$ cat src/rtl/bsg_fsb_out_arbiter.sv
// bsg_fsb_out_arbiter
// Round-robin burst arbiter that shares one outbound comm-link channel among
// nodes_p node streams. The winning word is captured in a single registered
// output stage (v_o/data_o/grant_id_o) that is drained by ready_i.
//
// Output stage states:
//   state | meaning
//   EMPTY | output stage holds no word, v_o=0
//   FULL  | output stage holds a word from node grant_id_o, v_o=1
module bsg_fsb_out_arbiter #(
   parameter int width_p     = 80,
   parameter int nodes_p     = 4,
   parameter int burst_max_p = 4,
   localparam int lg_nodes_lp = (nodes_p > 1) ? $clog2(nodes_p) : 1,
   localparam int lg_burst_lp = $clog2(burst_max_p + 1)
) (
   input  logic                   clk_i,
   input  logic                   reset_i,
   input  logic [nodes_p-1:0]     node_en_i,
   input  logic [nodes_p-1:0]     node_v_i,
   input  logic [width_p-1:0]     node_data_i [nodes_p-1:0],
   output logic [nodes_p-1:0]     node_yumi_o,
   output logic                   v_o,
   output logic [width_p-1:0]     data_o,
   output logic [lg_nodes_lp-1:0] grant_id_o,
   input  logic                   ready_i
);

   localparam logic [lg_burst_lp-1:0] burst_max_lp = lg_burst_lp'(burst_max_p);
   localparam logic [lg_nodes_lp-1:0] last_rst_lp  = lg_nodes_lp'(nodes_p - 1);

   typedef enum logic {
      EMPTY = 1'b0,
      FULL  = 1'b1
   } state_e;

   state_e                   r_state;
   state_e                   w_state_nxt;
   logic [width_p-1:0]       r_data;
   logic [lg_nodes_lp-1:0]   r_grant_id;
   logic [lg_nodes_lp-1:0]   r_last;
   logic [lg_burst_lp-1:0]   r_burst_cnt;

   logic [nodes_p-1:0]       w_req;
   logic                     w_space;
   logic                     w_others;
   logic                     w_keep;
   logic                     w_win_v;
   logic [lg_nodes_lp-1:0]   w_win_id;
   logic                     w_load;
   int                       w_idx;

   assign w_req   = node_v_i & node_en_i;
   assign w_space = (r_state == EMPTY) | ready_i;

   // any eligible requester other than the current burst owner
   always_comb begin
      w_others = 1'b0;
      for (int k = 0; k < nodes_p; k++) begin
         if (w_req[k] && (r_last != lg_nodes_lp'(k))) begin
            w_others = 1'b1;
         end
      end
   end

   // A zero burst count means nothing has been granted since reset, so there
   // is no burst to extend and node 0 wins through the round-robin search.
   assign w_keep = w_req[r_last] && (r_burst_cnt != '0) &&
                   ((r_burst_cnt < burst_max_lp) || !w_others);

   // winner selection: burst keep, else first requester after r_last (wrapping,
   // with r_last itself searched last)
   always_comb begin
      w_win_v  = 1'b0;
      w_win_id = '0;
      w_idx    = 0;
      if (w_keep) begin
         w_win_v  = 1'b1;
         w_win_id = r_last;
      end else begin
         for (int s = nodes_p; s >= 1; s--) begin
            w_idx = int'(r_last) + s;
            if (w_idx >= nodes_p) begin
               w_idx = w_idx - nodes_p;
            end
            if (w_req[lg_nodes_lp'(w_idx)]) begin
               w_win_v  = 1'b1;
               w_win_id = lg_nodes_lp'(w_idx);
            end
         end
      end
   end

   assign w_load = w_win_v & w_space & ~reset_i;

   // one-hot yumi to the winner, only when the word is actually taken
   always_comb begin
      node_yumi_o = '0;
      for (int k = 0; k < nodes_p; k++) begin
         node_yumi_o[k] = w_load && (w_win_id == lg_nodes_lp'(k));
      end
   end

   // output stage next state
   always_comb begin
      w_state_nxt = r_state;
      case (r_state)
         EMPTY: begin
            if (w_load) begin
               w_state_nxt = FULL;
            end
         end
         FULL: begin
            if (!w_load && ready_i) begin
               w_state_nxt = EMPTY;
            end
         end
         default: w_state_nxt = EMPTY;
      endcase
   end

   // output stage state register
   always_ff @(posedge clk_i) begin
      if (reset_i) begin
         r_state <= EMPTY;
      end else begin
         r_state <= w_state_nxt;
      end
   end

   // output word and source id capture; held while downstream stalls
   always_ff @(posedge clk_i) begin
      if (reset_i) begin
         r_data     <= '0;
         r_grant_id <= '0;
      end else if (w_load) begin
         r_data     <= node_data_i[w_win_id];
         r_grant_id <= w_win_id;
      end
   end

   // last-grant pointer and saturating burst counter, touched only on a grant
   always_ff @(posedge clk_i) begin
      if (reset_i) begin
         r_last      <= last_rst_lp;
         r_burst_cnt <= '0;
      end else if (w_load) begin
         r_last <= w_win_id;
         if (w_win_id == r_last) begin
            if (r_burst_cnt != burst_max_lp) begin
               r_burst_cnt <= r_burst_cnt + 1'b1;
            end
         end else begin
            r_burst_cnt <= lg_burst_lp'(1);
         end
      end
   end

   assign v_o        = (r_state == FULL);
   assign data_o     = r_data;
   assign grant_id_o = r_grant_id;

endmodule
$ cat config.mk
export PLATFORM = sky130hd
export DESIGN_NAME = bsg_fsb_out_arbiter
export DESIGN_NICKNAME = d
export VERILOG_FILES = /design/src/rtl/bsg_fsb_out_arbiter.sv
export SDC_FILE = /design/constraint.sdc
export NUM_CORES = 1
export LEC_CHECK = 0
export BUFFER_PORTS_ARGS = -buffer_cell sky130_fd_sc_hd__clkbuf_2
export CAP_MARGIN = 30
export CORE_AREA = 2 2 163 165
export CTS_CLUSTER_SIZE = 40
export DETAILED_ROUTE_END_ITERATION = 8
export DIE_AREA = 0 0 165 167
export MAX_ROUTING_LAYER = met4
export PLACE_DENSITY = 0.61
export RECOVER_POWER = 50
export SLEW_MARGIN = 20
export SYNTH_ARGS = -nofsm -noshare
export SYNTH_HDL_FRONTEND = slang
export SYNTH_SLANG_ARGS = --single-unit
$ cat constraint.sdc
create_clock -name clk_i -period 9.65 [get_ports clk_i]
set_clock_uncertainty 0.2 [all_clocks]
set_input_delay 0 -clock clk_i [delete_from_list [all_inputs] [get_ports clk_i]]
set_output_delay 0 -clock clk_i [all_outputs]
set_load 0.02 [all_outputs]
==> flow_summary.json, run 1 <==
{
  "grt_pass1_vias": 11674,
  "per_cell_routed_wire_length_um": 20.6,
  "grt_max_degree": 98,
  "top_level_pins": 418,
  "hold_viol": 0,
  "setup.worst_path.class": "register to register",
  "hp_class": "primary input to register",
  "groute.usage.overall": 0.284,
  "setup_tns_ns": 0,
  "antenna_found_initial": 0,
  "timing.critical_path.from": "r_last[0]$_SDFFE_PP1P_",
  "failed_checks": "max-capacitance violations, max-slew violations",
  "routed-via-count": 11914,
  "cts.sinks": 88,
  "syn-instance-count": 1048,
  "post-place-cells": 1688,
  "power_density_nw_per_um2": 288,
  "post-dp-hpwl_um": 24700,
  "arrival_ns": 7.20,
  "cell_count_of_the_worst_hold_path": 4,
  "antenna_left": 0,
  "synth_warnings": 0,
  "rsz0062_at_grt": "false",
  "die_height_um": 167,
  "reg2reg_from": "r_last[0]$_SDFFE_PP1P_",
  "maxSlewViolCount": 17,
  "final_instance_count_excl_fillers": 1948,
  "avgSynthCellArea_um2": 8.13,
  "htree_num_levels": 3,
  "design.core.area_um2": 25800,
  "clkLatencyLatePin_ns": 0.35,
  "area_delta_synth_final_pct": 57.0,
  "cts.reportedPaths.clkPinSlew_ns": 0.08,
  "yosys-top-cells-area": "dfxtp_1 (21%), o221ai_1 (16%), mux2i_1 (9.5%)",
  "dieArea_um2": 27600,
  "synth_cell_type_count": 50,
  "result_of_the_run": "finished with violations",
  "critical_path_required_ns": 9.70,
  "chipWidth_um": 165,
  "worstMarginPinSlew_ns": 2.55,
  "cap_viol_max_count": 1,
  "numPortBuffers": 417,
  "synth-async-reset-ratio": 0,
  "synth_top_flop_cell": "dfxtp_1",
  "finish.net_count": 1945,
  "worst_slew_margin_rel": -0.719,
  "synth_largest_area_cell": "dfxtp_1",
  "count_of_standard_cell_rows": 59,
  "globalRouteOverflowTotal": 0,
  "viasPerCell": 6.12,
  "timing.critical_path.from_type": "register",
  "capture_point_of_the_worst_reg_to_reg_path": "data_o[59]$_SDFFE_PP0P_",
  "crit_fanout": 53,
  "drt_iter0_markers": 1029,
  "timing.hold.worst.start": "node_data_i[0]",
  "synth.yosys.seq_area_share": 0.207,
  "tritoncts": "done",
  "ff2ff_setup_slack_ns": 2.50,
  "place.gp.congestion": 0.858,
  "synth_enable_flop_cells": 0,
  "category_of_the_worst_setup_path_capture_point": "register",
  "ys_seq_elements": 88,
  "synth_top_area_frac": 0.207,
  "n_antenna_cell": 0,
  "p_leak_uw": 0.00586,
  "post_synth_instance_area_um2": 8520,
  "fill_cells": 2489,
  "reg2reg_depth": 12,
  "cts.path.max_buffers": 2,
  "finalSetupViolations": 0,
  "remaining_drc_errors": 0,
  "initial_core_utilization": 0.331,
  "ctsRootBufferMaster": "clkbuf_16",
  "fin_crit_sh": 0.741,
  "layout-drive-gt1-share": 0.261,
  "postRouteWirelength_um": 40000,
  "min_delay_endpoint": "data_o[0]$_SDFFE_PP0P_",
  "max_freq_ghz": 0.140,
  "layout_min_cycle_time_ns": 7.15,
  "whs_ns": 0.0217,
  "grt_first_pass_wirelength_um": 61400,
  "dr.pass1.iters": 5,
  "syn-num-nets": 1385,
  "vdd_drop_max_uv": 230,
  "number_of_buffers_created_by_cts": 9
}
==> where the power goes <==
group	switching [uW]	total (uW)	internal (uW)
logic	1560	2810	1250
registers	140	684	544
clock network	175	365	190
==> cells by family (layout without fill, tap and decap cells) <==
group | count (synthesis) | count (layout) | synth area share
AO/OA/AOI/OAI | 508 | 508 | 0.464
AND/OR/NAND/NOR | 191 | 191 | 0.106
multiplexers | 114 | 114 | 0.143
adder cells (fa/ha/maj) | 6 | 6 | 0.00881
buffers and inverters | 141 | 706 | 0.0716
flip-flops | 88 | 88 | 0.207
==> layout make-up <==
class,instances,area [um^2],share of cell area
clock inverter,4,28.8,0.00215
inverter,6,22.5,0.00168
sequential,88,1770,0.132
tap,335,419,0.0313
clock buffer,12,256,0.0192
multi-input combinational,819,6200,0.463
timing repair buffer,684,4690,0.350
==> through the flow <==
step	total power, uW	cell area (um^2)	utilization	setup WS, ns
after floorplan	2380	8520	-	6.16
after detailed placement	3050	10700	0.416	4.04
final	3860	13400	0.519	2.50
after global placement	2990	10600	0.413	3.47
after CTS	3840	13400	0.521	3.43
after global routing	4120	13400	0.519	2.10
==> routing by layer <==
layer	global-route usage	vias to the layer above	wire length, um
li1	-	5528	-
met1	0.331	5723	16100
met2	0.481	575	19500
met3	0.0521	88	3170
met4	0.106	0	1220
met5	-	-	0
==> what timing repair did <==
action,4_1_cts,5_1_grt
buffers inserted,0,0
gates resized for setup,0,0
setup endpoints to repair,0,0
endpoints found under the hold margin,85,0
hold buffers,241,0
==> state kept, by name (all words and copies together) (netlist names) <==
name and cells:
data_o 80, grant_id_o 2, r_burst_cnt 3, r_last 2
v_o 1
==> worst max-delay path, cell delays in order (launching register included) <==
cell           delay, ns
dfxtp_4             0.67
inv_1               0.57
buf_4               0.46
ha_1                0.27
nand3b_1            0.16
a41oi_1             0.46
nor3_1              0.13
o21a_1              0.23
o21ai_0             1.91
buf_4               0.82
a221oi_1            0.20
a221o_1             0.32
dlygate4sd3_1       0.55
==> placed cells by master, fill, tap and decap left out, drive strengths merged, types with 3 or more instances in the layout <==
cell         instances
and2                 5
or3                 27
dlygate4sd3        241
dfxtp               88
mux2i               82
nand2               43
nand3b               6
a221o               27
ha                   6
a211o               25
nor3                33
buf                 26
a21oi                9
clkbuf             429
o21a                31
o31ai               24
o221ai             160
o21ai               63
a21o                 4
mux4                 3
inv                  6
mux2                29
a211oi              25
a221oi              51
nor2                66
o22ai               80
and3                 3
==> Yosys cell counts, types with 3 or more instances <==
cell and count:
a21oi_1 8, and3_1 3, mux2i_1 81, a221o_1 27, inv_1 5, o21ai_0 59
o31ai_1 24, or3_1 27, o21a_1 31, a211oi_1 25, buf_1 6, buf_2 41
a221oi_1 51, a21o_1 4, and2_1 5, a211o_1 25, o22ai_1 80, mux4_2 3
nand2_1 42, nand3b_1 6, dfxtp_1 88, nor2_1 66, mux2_2 29, ha_1 6
clkbuf_1 80, nor3_1 32, buf_4 8, o221ai_1 160
==> worst max path at each step <==
stage                     cells after the start                      end  slack, ns
after global routing                         12  data_o[59]$_SDFFE_PP0P_       2.10
after CTS                                    13  data_o[69]$_SDFFE_PP0P_       3.43
after global placement                       12   data_o[9]$_SDFFE_PP0P_       3.47
after detailed placement                     12  data_o[69]$_SDFFE_PP0P_       4.04
after floorplan                              14  data_o[45]$_SDFFE_PP0P_       6.16
final                                        12  data_o[59]$_SDFFE_PP0P_       2.50
(Power assumes the default switching activity.)
==> run 2: changes to the inputs <==
Settings changed: ABC_AREA set to 1, CORE_AREA 2 2 163 165 to 2 2 164 166, DIE_AREA 0 0 165 167 to 0 0 166 168, PLACE_DENSITY 0.61 to 0.51.
Clock period 9.65 ns to 6.5 ns, I/O delays scaled along.
==> run 2 against run 1 <==
Synthesized cell count is 7.3% lower; sequential share of layout area increased by 3.9 points; the flow still finishes with violations (max-capacitance violations, max-slew violations); final area down 23%; wire length shrank 33%; die area is 1.2% higher; combinational power grew 36%.
==> flow_summary.json, run 2 <==
{
  "result_of_the_run": "finished with violations",
  "failed_checks": "max-capacitance violations, max-slew violations",
  "grt_max_degree": 78,
  "syn-num-nets": 1309,
  "chipWidth_um": 166,
  "cts.sinks": 88,
  "antenna_left": 0,
  "layout_min_cycle_time_ns": 5.18,
  "grt_pass1_vias": 8400,
  "yosys-top-cells-area": "nand2_1 (32%), dfxtp_1 (30%), nand3_1 (11%)",
  "layout.cells.most_common": "nand2_1",
  "synth_enable_flop_cells": 0,
  "power.total_uw": 5290,
  "dr.pass1.iters": 6,
  "synth.cells.most_frequent": "nand2_1 (485), nand3_1 (127), dfxtp_1 (88)",
  "area_delta_synth_final_pct": 78.6,
  "cts_resized": 0,
  "die_height_um": 168,
  "htree_num_levels": 3,
  "power_density_nw_per_um2": 513,
  "yosys.cell_count.top_type": "nand2_1",
  "fin_crit_sh": 0.796,
  "hp_class": "primary input to register",
  "critical_path.cell_chain": "nand3_1 -> o21ai_1 -> inv_1 -> nand2_1 -> nor2_1 -> inv_2 -> nand2_2 -> buf_4 -> inv_2 -> clkbuf_1 -> nor2_4 -> buf_4 -> a22oi_1 -> o21ai_0 -> dlygate4sd3_1",
  "setup_tns_ns": 0,
  "worstMarginPinSlew_ns": 1.98,
  "cts.repair_timing.setup_buffer_count": 0,
  "vdd_drop_max_uv": 297,
  "maxSlewViolCount": 36,
  "place.gp.congestion": 0.875,
  "synth_cell_type_count": 27,
  "whs_ns": 0.242,
  "per_cell_routed_wire_length_um": 14.0,
  "fill_cells": 2896,
  "hold_viol": 0,
  "setup.worst_path.class": "register to register",
  "rsz0062_at_grt": "false",
  "groute.usage.overall": 0.191,
  "number_of_buffers_created_by_cts": 9,
  "top_level_pins": 418,
  "max_freq_ghz": 0.193,
  "cts.path.max_buffers": 2,
  "multiInputGateArea_um2": 3500,
  "postRouteWirelength_um": 26700,
  "post-dp-hpwl_um": 18900,
  "ys_seq_elements": 88,
  "reg2reg_from": "r_last[0]$_SDFFE_PP1P_",
  "timing.critical_path.from_type": "register",
  "initial_core_utilization": 0.219,
  "synth_top_flop_cell": "dfxtp_1",
  "dieArea_um2": 27900,
  "category_of_the_worst_setup_path_capture_point": "register",
  "cts.reportedPaths.clkPinSlew_ns": 0.07,
  "tritoncts": "done",
  "crit_slowest_cell": "clkbuf_1",
  "viasPerCell": 4.40,
  "timing.critical_path.from": "r_last[0]$_SDFFE_PP1P_",
  "layout-drive-gt1-share": 0.241,
  "most-common-layout-cells": "nand2_1 (485), clkbuf_2 (334), dlygate4sd3_1 (213), nand3_1 (127), dfxtp_1 (88)",
  "critical_path_required_ns": 6.53,
  "grt_first_pass_wirelength_um": 41900,
  "drt_iter0_markers": 359,
  "avgSynthCellArea_um2": 5.94,
  "synth_warnings": 0,
  "timing.hold.worst.start": "node_data_i[221]",
  "count_of_standard_cell_rows": 60,
  "post_synth_instance_area_um2": 5780,
  "p_leak_uw": 0.00529,
  "clkLatencyLatePin_ns": 0.33,
  "cap_viol_max_count": 1,
  "largest_register_ffs": 80,
  "crit_fanout": 35,
  "finalSetupViolations": 0,
  "synth_top_area_frac": 0.315,
  "syn-instance-count": 972,
  "worst_slew_margin_rel": -0.320,
  "design.core.area_um2": 26400,
  "arrival_ns": 5.20,
  "synth-async-reset-ratio": 0,
  "antenna_found_initial": 1,
  "remaining_drc_errors": 0,
  "max_stage_delay_ns": 1.43,
  "numPortBuffers": 417,
  "finish.net_count": 1895,
  "routed-via-count": 8380,
  "globalRouteOverflowTotal": 0,
  "final-seq-area_um2": 1760,
  "synth.yosys.seq_area_share": 0.305,
  "synth_largest_area_cell": "nand2_1",
  "ctsRootBufferMaster": "clkbuf_16"
}
-- run 2: per-stage QoR --
step	area, um^2	setup slack [ns]	utilization	cells
3_3_place_gp	8000	2.85	0.304	1675
3_5_place_dp	8000	2.84	0.304	1675
5_1_grt	10300	0.812	0.392	1905
2_1_floorplan	5780	4.19	-	972
4_1_cts	10400	1.88	0.396	1904
6_report	10300	1.32	0.392	1905
-- run 2: what timing repair did --
action,in CTS,in global routing
setup endpoints to repair,0,0
hold endpoints to repair,84,0
hold buffers,213,0
-- run 2: cells by family (layout without fill, tap and decap cells) --
| kind of cell | Yosys count | count (layout) | synth area share |
|---|---|---|---|
| AO/OA/AOI/OAI | 107 | 107 | 0.105 |
| XOR/XNOR | 1 | 1 | 0.00152 |
| adder cells (fa/ha/maj) | 6 | 6 | 0.0130 |
| buffers and inverters | 103 | 694 | 0.0916 |
| flip-flops | 88 | 88 | 0.305 |
| multiplexers | 13 | 13 | 0.0225 |
| other | 0 | 1 | 0 |
| AND/OR/NAND/NOR | 654 | 654 | 0.462 |
-- run 2: path summary, 6_finish.rpt --
kind	end	slack (ns)	cells past startpoint
setup reg to reg	data_o[76]$_SDFFE_PP0P_	1.32	15
hold / removal	data_o[61]$_SDFFE_PP0P_	0.24	4
hold reg to reg	data_o[44]$_SDFFE_PP0P_	0.25	2
setup / recovery	data_o[76]$_SDFFE_PP0P_	1.32	15
-- run 2: layer usage --
layer | GRT usage | vias to the layer above | share of wire
met5 | - | - | 0
met4 | 0.0654 | 0 | 0.031
met3 | 0.0364 | 53 | 0.052
met2 | 0.340 | 277 | 0.50
met1 | 0.213 | 3745 | 0.42
li1 | - | 4305 | -
-- run 2: area by class of cell --
type	count	share of cell area
tap	341	0.0413
antenna	1	0.000242
multi-input combinational	781	0.339
inverter	38	0.0143
clock buffer	12	0.0239
sequential	88	0.171
clock inverter	4	0.00521
timing repair buffer	640	0.406
-- run 2: critical path, delay by kind of cell, from the launching register on --
| family | cells | cell delay, ns |
|---|---|---|
| buf+inv | 7 | 3.02 |
| simple gates | 5 | 0.77 |
| compound gates | 3 | 0.46 |
| flops | 1 | 0.54 |
-- run 2: where the power goes --
part           internal [uW]  total (uW)  switching [uW]
clock network            310         548             237
registers                775         910             135
logic                   1630        3830            2210
total                   2710        5290            2580
